**src/rtl/penta_adder.sv**
```systemverilog
// Registered base-5 adder: DIGITS quinary digits (3 bits each, values 0-4) plus carry-in.
// Latency 1 cycle, one operand set accepted every cycle; no backpressure, outputs are always valid.
// Any input digit above 4 forces err=1 with sum=0 and cout=0 on the next edge.
module penta_adder #(
    parameter int DIGITS = 1
) (
    input  logic                  clk,
    input  logic                  rst,
    input  logic [3*DIGITS-1:0]   a,
    input  logic [3*DIGITS-1:0]   b,
    input  logic                  cin,
    output logic [3*DIGITS-1:0]   sum,
    output logic                  cout,
    output logic                  err
);

    logic [3*DIGITS-1:0] sum_nxt;
    logic                carry;
    logic                bad;
    logic [3:0]          t;

    // Ripple from digit 0 upward; t never exceeds 9 when both digits are legal.
    always_comb begin
        sum_nxt = '0;
        carry   = cin;
        bad     = 1'b0;
        t       = 4'd0;
        for (int i = 0; i < DIGITS; i++) begin
            t = {1'b0, a[3*i +: 3]} + {1'b0, b[3*i +: 3]} + {3'b000, carry};
            if (t >= 4'd5) begin
                sum_nxt[3*i +: 3] = 3'(t - 4'd5);
                carry             = 1'b1;
            end else begin
                sum_nxt[3*i +: 3] = t[2:0];
                carry             = 1'b0;
            end
            if ((a[3*i +: 3] > 3'd4) || (b[3*i +: 3] > 3'd4)) begin
                bad = 1'b1;
            end
        end
    end

    always_ff @(posedge clk) begin
        if (rst) begin
            sum  <= '0;
            cout <= 1'b0;
            err  <= 1'b0;
        end else if (bad) begin
            sum  <= '0;
            cout <= 1'b0;
            err  <= 1'b1;
        end else begin
            sum  <= sum_nxt;
            cout <= carry;
            err  <= 1'b0;
        end
    end

endmodule

```
**config.mk**
```make
export PLATFORM = sky130hd
export DESIGN_NAME = penta_adder
export DESIGN_NICKNAME = d
export VERILOG_FILES = /design/src/rtl/penta_adder.sv
export SDC_FILE = /design/constraint.sdc
export NUM_CORES = 1
export LEC_CHECK = 0
export ABC_CLOCK_PERIOD_IN_PS = 3800
export CORE_AREA = 5 5 42 44
export CTS_CLUSTER_DIAMETER = 30
export CTS_CLUSTER_SIZE = 30
export DETAILED_ROUTE_END_ITERATION = 10
export DIE_AREA = 0 0 47 49
export PLACE_DENSITY_LB_ADDON = 0.12
export SYNTH_ARGS = -nofsm -noshare
export SYNTH_HDL_FRONTEND = slang
export SYNTH_SLANG_ARGS = --single-unit
export TNS_END_PERCENT = 100
```
**constraint.sdc**
```tcl
create_clock -name clk -period 3.8 [get_ports clk]
set_input_delay 0.76 -clock clk [delete_from_list [all_inputs] [get_ports clk]]
set_output_delay 0.76 -clock clk [all_outputs]
set_load 0.01 [all_outputs]
```
Word level (Yosys, flattened, before mapping). Index checks and enable logic that the tools add are counted.

Register bits after elaboration: 5. Bits of input ports: 9. Output and inout port bits: 5. Logic and storage cells: 15.

Add/subtract/negate cells: 3. Order comparisons: 3. Multiplexer cells: 4. Reductions and logical operators: 2.

Operator list (number): $gt A3 B3 Y1 const B (2); $add A3 B3 Y4 (1); $add A4 B1 Y4 (1); $ge A4 B3 Y1 const B (1); $mux W1 (3); $mux W3 (1); $sub A3 B3 Y3 const B (1); $reduce_or A2 Y1 (1); $logic_or A1 B1 Y1 (1).

Depth between registers and ports, before layout. Gate-level depths: netlist (run 1).

Depth in word-level cells: 4. Depth in mapped cells: 10. Depth with buffers taken out: 10.

Worst setup path before layout (run 1). No wires, ideal clock.

Path kind: in2reg. Start: input a[0]. End: register sum[1]. Library setup time: 0.086 ns. Data arrival time: 2.724 ns. Data required time: 3.714 ns. Slack: 0.991 ns. Cell stages on the path: 10. Path buffers: 0. Path through: inv_1 -> fa_1 -> inv_1 -> fa_1 -> inv_1 -> ha_1 -> inv_1 -> o21a_1 -> or3_1 -> a211oi_1.

Word-level cells in the longest chain between the ends: 4. Elaborated cells between the ends (all ways): 9. Those cells by class: 3 x add/sub; 2 x order compare; 2 x mux; 2 x reduce/logical.

Ends and longest elaborated chain: start, declared (line 9) `input logic [3*DIGITS-1:0] a,`; $add A3 B3 Y4 / $gt A3 B3 Y1 (equally long branches) (line 29, 37); $add A4 B1 Y4 / $logic_or A1 B1 Y1 (equally long branches) (line 29, 37); $ge A4 B3 Y1, or another cell as far along (line 30) `if (t >= 4'd5) begin`; $mux W3 / $reduce_or A2 Y1 (equally long branches); end signal, assigned (line 53) `sum <= sum_nxt;`; end, declared (line 12) `output logic [3*DIGITS-1:0] sum,`.

Several ways; a longest one is shown, not always the timed one. A chain may end at the register's enable or synchronous reset.

Worst setup path in the final report (run 1). Same ends and word-level chain as after synthesis.

==> results.py, run 1 <==
metrics = {
    "run_status": {
        "status": "completed",
    },
    "power": {
        "pwr-share-clk_pct": 32.7,
        "p_total_mw": 0.184,
        "p_seq_share_pct": 31.6,
        "combPwrFrac_pct": 35.7,
        "ir_worst_vdd_mv": 0.102,
        "p_int_mw": 0.132,
        "p_sw_share_pct": 28.4,
        "leakage_nw": 0.228,
        "power.switching_mw": 0.0521,
        "p_per_area_nw_per_um2": 344,
    },
    "clocking": {
        "root_buffer": "clkbuf_4",
        "ctsHoldBuffers": 0,
        "cts_max_level": 1,
        "clock-sinks": 5,
        "cts_setup_buffers": 0,
        "cts_buffer_depth": 2,
        "path_clk_slew_ns": 0.04,
        "ctsResizeCount": 0,
        "cts-buffers-inserted": 3,
        "cts_tree": "yes",
    },
    "synthesis": {
        "synth_cells": 41,
        "netlist_area_sq_um": 358,
        "ys_seq_elements": 5,
        "syn-num-nets": 56,
        "yosysUniqueCellTypes": 20,
        "yosysSeqAreaShare_pct": 28.0,
        "syn_area_per_cell_sq_um": 8.73,
        "yosysWarningCount": 0,
    },
    "timing": {
        "max_slew_margin_pct": 84.3,
        "min_period_ns": 3.19,
        "max_freq_mhz": 314,
        "worst_pin_slew_ns": 0.233,
        "fin_crit_sh_pct": 83.9,
        "hold_viol": 0,
        "rsz0062_at_grt": "no",
        "setup_viol": 0,
        "tns_ns": 0,
        "slew_violations": 0,
    },
    "floorplan": {
        "dieArea_sq_um": 2300,
        "die_x_um": 47,
        "num_rows": 14,
        "core_area_sq_um": 1400,
        "start_util_pct": 25.5,
        "pin_count": 14,
        "fp.dieH_um": 49,
    },
    "drt": {
        "routed_wl_um": 734,
        "vias_per_cell": 4.28,
        "drt_pass1_iterations": 3,
        "drt_iter0_drc": 2,
        "drc_errors": 0,
        "dr_total_vias": 317,
        "antenna_left": 0,
        "post_drt_wl_per_cell_um": 9.92,
    },
    "min_path": {
        "min_path_type": "in -> reg",
    },
    "placement": {
        "io_buffers": 13,
        "place.gp.congestion": 0.725,
        "hpwl_um": 632,
    },
    "critical_path": {
        "arrival_ns": 3.34,
        "cp-start-kind": "input pin",
        "crit_fanout": 4,
        "crit_type": "in -> reg",
        "cp-end-kind": "flip-flop",
        "crit_required_ns": 3.95,
    },
    "cells_and_area": {
        "fill_cells": 154,
        "seqCellArea_sq_um": 100,
        "final_net_count": 74,
        "diodes": 0,
        "synthToLayoutAreaGrowth_pct": 49.3,
        "multi_input_area_sq_um": 231,
        "drive_gt1_share_pct": 6.90,
    },
    "global_route": {
        "grt_pass1_wl_um": 1230,
        "track_usage_pct": 7.62,
        "grt_start_max_net_pins": 7,
        "antenna_found_initial": 0,
        "gr-total-overflow": 0,
        "grt_pass1_vias": 307,
    },
    "job": {
        "max-cap-violations": 0,
    },
}
[logic make-up (layout without fill, tap and decap cells)]
group	Yosys count	in the layout	share of synthesized area, %
flip-flops	5	5	28.0
AO/OA/AOI/OAI	11	11	19.2
XOR/XNOR	1	1	2.45
AND/OR/NAND/NOR	11	11	17.8
buffers and inverters	7	24	7.34
adder cells (fa/ha/maj)	6	6	25.2
[final cells by class]
class / count / share of cell area, %
Clock buffer: 4 / 4.92
Sequential cell: 5 / 18.7
Timing Repair Buffer: 13 / 24.4
Tap cell: 16 / 3.75
Inverter: 7 / 4.92
Multi-Input combinational cell: 29 / 43.3
[worst max-delay path: stages]
cell and delay (ns):
clkdlybuf4s50_1 0.47, inv_1 0.06, fa_1 0.44, inv_1 0.08, fa_1 0.43, inv_1 0.10
ha_1 0.18, inv_1 0.07, o21a_1 0.20, or3_1 0.32, a211oi_1 0.22
[metal layers]
layer | share of wire [%] | routed length, um | vias up | GRT usage [%]
li1 | - | - | 175 | -
met1 | 41 | 299 | 128 | 8.85
met2 | 47 | 348 | 10 | 10.6
met3 | 7.9 | 58 | 4 | 1.11
met4 | 3.7 | 27 | 0 | 8.29
met5 | 0 | 0 | - | 0
[per-stage QoR]
stage	util, %	hold slack, ns	setup slack (ns)	std cells	cell area, sq um
6_report	38.1	1.07	0.612	74	534
5_1_grt	38.1	1.11	0.391	74	534
4_1_cts	38.1	1.07	0.582	74	534
3_5_place_dp	36.3	1.32	0.336	70	508
3_3_place_gp	36.3	1.31	0.351	70	508
2_1_floorplan	-	0.832	0.991	41	358
[placed cells by master (no fill, tap or decap)]
cell type / n
a211oi_1: 2
a21oi_1: 2
a31oi_1: 1
and2_1: 1
clkbuf_1: 1
clkbuf_4: 3
clkdlybuf4s50_1: 13
dfxtp_1: 5
fa_1: 2
ha_1: 4
inv_1: 7
nand2_1: 1
nand2b_1: 1
nor2_1: 2
nor2b_1: 2
nor4_1: 1
o21a_1: 2
o21ai_0: 3
o31ai_1: 1
or3_1: 1
or3_2: 1
or4_1: 1
xor2_1: 1
[power by group through the flow]
stage / clock network (mW) / registers (mW) / logic, mW
after global routing: 0.0675 / 0.0584 / 0.0754
final: 0.0601 / 0.0580 / 0.0655
after global placement: 0 / 0.0589 / 0.0671
after detailed placement: 0 / 0.0590 / 0.0665
after CTS: 0.0637 / 0.0580 / 0.0670
after floorplan: 0 / 0.0615 / 0.0377
[flip-flops by register name, summed over array words and instances, names as in the netlist]
name	flops
sum	3
cout	1
err	1
[cell usage after synthesis]
| cell type | instances | area [sq um] |
|---|---|---|
| ha_1 | 4 | 50.1 |
| a211oi_1 | 2 | 15.0 |
| o21ai_0 | 3 | 15.0 |
| a21oi_1 | 2 | 10.0 |
| nor2_1 | 2 | 7.51 |
| a31oi_1 | 1 | 6.26 |
| o21a_1 | 2 | 15.0 |
| and2_1 | 1 | 6.26 |
| or3_1 | 1 | 6.26 |
| nor2b_1 | 2 | 12.5 |
| or3_2 | 1 | 7.51 |
| nor4_1 | 1 | 6.26 |
| nand2_1 | 1 | 3.75 |
| o31ai_1 | 1 | 7.51 |
| fa_1 | 2 | 40.0 |
| nand2b_1 | 1 | 6.26 |
| or4_1 | 1 | 7.51 |
| inv_1 | 7 | 26.3 |
| dfxtp_1 | 5 | 100 |
| xor2_1 | 1 | 8.76 |
[path summary, 6_finish.rpt]
kind / from / slack (ns) / end / cells past startpoint
worst max-delay path: a[0] / 0.61 / sum[1] / 11
worst min-delay path: rst / 1.07 / err / 2
(Power assumes the default switching activity.)
==> inputs of run 2 (changes only) <==
--- a/config.mk
+++ b/config.mk
@@ -5,7 +5,7 @@
 export SDC_FILE = /design/constraint.sdc
 export NUM_CORES = 1
 export LEC_CHECK = 0
-export ABC_CLOCK_PERIOD_IN_PS = 3800
+export ABC_CLOCK_PERIOD_IN_PS = 2770
 export CORE_AREA = 5 5 42 44
 export CTS_CLUSTER_DIAMETER = 30
 export CTS_CLUSTER_SIZE = 30
==> constraint.sdc (replaced) <==
create_clock -name clk -period 2.77 [get_ports clk]
set_input_delay 0.554 -clock clk [delete_from_list [all_inputs] [get_ports clk]]
set_output_delay 0.554 -clock clk [all_outputs]
set_load 0.01 [all_outputs]
==> results.py, run 2 (synthesized netlist as in run 1, its figures left out) <==
metrics = {
    "clocking": {
        "cts_buffer_depth": 2,
        "cts-buffers-inserted": 3,
        "cts_tree": "yes",
        "root_buffer": "clkbuf_4",
        "clock-sinks": 5,
        "ctsHoldBuffers": 0,
        "path_clk_slew_ns": 0.04,
        "cts_max_level": 1,
    },
    "floorplan": {
        "start_util_pct": 25.5,
        "dieArea_sq_um": 2300,
        "die_x_um": 47,
        "fp.dieH_um": 49,
        "num_rows": 14,
        "core_area_sq_um": 1400,
        "pin_count": 14,
    },
    "drt": {
        "routed_wl_um": 746,
        "drt_iter0_drc": 5,
        "vias_per_cell": 4.42,
        "post_drt_wl_per_cell_um": 8.88,
        "drc_errors": 0,
        "drt_pass1_iterations": 2,
        "antenna_left": 0,
        "dr_total_vias": 371,
    },
    "job": {
        "max-cap-violations": 0,
    },
    "cells_and_area": {
        "seqCellArea_sq_um": 100,
        "reg.largest.list": "sum: 3 flops, cout: 1 flops, err: 1 flops",
        "layout_common_cells": "clkdlybuf4s50_1, buf_4, dfxtp_1, inv_1",
        "diodes": 0,
        "final_net_count": 84,
        "finish.utilization_pct": 44.3,
        "design_area_sq_um": 621,
        "fill_cells": 158,
        "largest_register_ffs": 3,
        "largest-register": "sum",
        "multi_input_area_sq_um": 246,
        "drive_gt1_share_pct": 30.9,
        "synthToLayoutAreaGrowth_pct": 73.4,
        "stdcell_count": 84,
    },
    "timing": {
        "max_slew_margin_pct": 78.3,
        "tns_ns": 0,
        "fin_crit_sh_pct": 92.4,
        "slew_violations": 0,
        "worst_pin_slew_ns": 0.323,
        "rsz0062_at_grt": "no",
        "min_period_ns": 2.56,
        "hold_viol": 0,
        "max_freq_mhz": 391,
        "setup_viol": 0,
    },
    "run_status": {
        "status": "completed",
    },
    "critical_path": {
        "crit_chain": "dlygate4sd2_1 > inv_2 > fa_2 > inv_2 > fa_1 > inv_1 > ha_2 > inv_1 > o21a_1 > or3_4 > nor2b_1",
        "slowest_stage": "fa_1",
        "crit_required_ns": 2.90,
        "arrival_ns": 2.69,
        "crit_buf_inv": 5,
        "crit_family": "adder cells",
        "crit_type": "in -> reg",
        "slowest_delay_ns": 0.42,
        "cp-end-kind": "flip-flop",
        "cp-start-kind": "input pin",
        "crit_fanout": 3,
    },
    "global_route": {
        "gr-total-overflow": 0,
        "grt_busiest_layer": "met2",
        "grt_pass1_vias": 336,
        "grt_use_met2_pct": 11.5,
        "met3_usage_pct": 1.11,
        "antenna_found_initial": 0,
        "grt_start_max_net_pins": 7,
        "grt.met1_usage_pct": 7.30,
        "grt_pass1_wl_um": 1190,
        "track_usage_pct": 7.20,
    },
    "placement": {
        "place.gp.congestion": 0.679,
        "io_buffers": 13,
        "dp.cells": 79,
        "hpwl_um": 649,
        "placed_area_sq_um": 576,
    },
    "min_path": {
        "min_path_type": "in -> reg",
    },
    "power": {
        "leakage_nw": 0.276,
        "p_per_area_nw_per_um2": 467,
        "p_total_mw": 0.290,
        "ir_worst_vdd_mv": 0.149,
    },
}
-- run 2: cell count changes in the layout (fill, tap and decap cells not counted), sizes merged --
cell / before / now
clkdlybuf4s50: 13 / 10
dlygate4sd2: 0 / 3
buf: 0 / 10
-- run 2: cell type report --
cell class,instances,area share [%]
clock buffer,4,4.23
inverter,7,4.23
multi-input combinational,29,39.7
sequential,5,16.1
tap,16,3.23
timing repair buffer,23,32.5
-- run 2: per-layer routing --
metal | vias to the layer above | wire (um)
met5 | - | 0
met4 | 0 | 15
met3 | 2 | 40
met2 | 10 | 392
met1 | 161 | 298
li1 | 198 | -
-- run 2: report_power, final --
part / switching (mW) / internal, mW / total (mW)
combinational: 0.0510 / 0.0758 / 0.127
sequential: 0.00124 / 0.0783 / 0.0796
clock: 0.0290 / 0.0544 / 0.0834
-- run 2: what timing repair did --
action	CTS	global route
gates resized for setup	10	0
endpoints found under the setup margin	3	0
buffers inserted	1	0
-- run 2: per-stage QoR --
| stage | hold WS [ns] | setup slack (ns) |
|---|---|---|
| after global placement | 1.11 | -0.389 |
| after floorplan | 0.626 | 0.167 |
| after CTS | 0.862 | 0.196 |
| after global routing | 0.893 | 0.0385 |
| final | 0.859 | 0.212 |
| after detailed placement | 1.11 | -0.394 |
-- run 2: worst paths after layout --
path | from | end | slack [ns] | cells after the start
worst max-delay path | cin | cout | 0.21 | 11
worst min-delay path | rst | err | 0.86 | 2
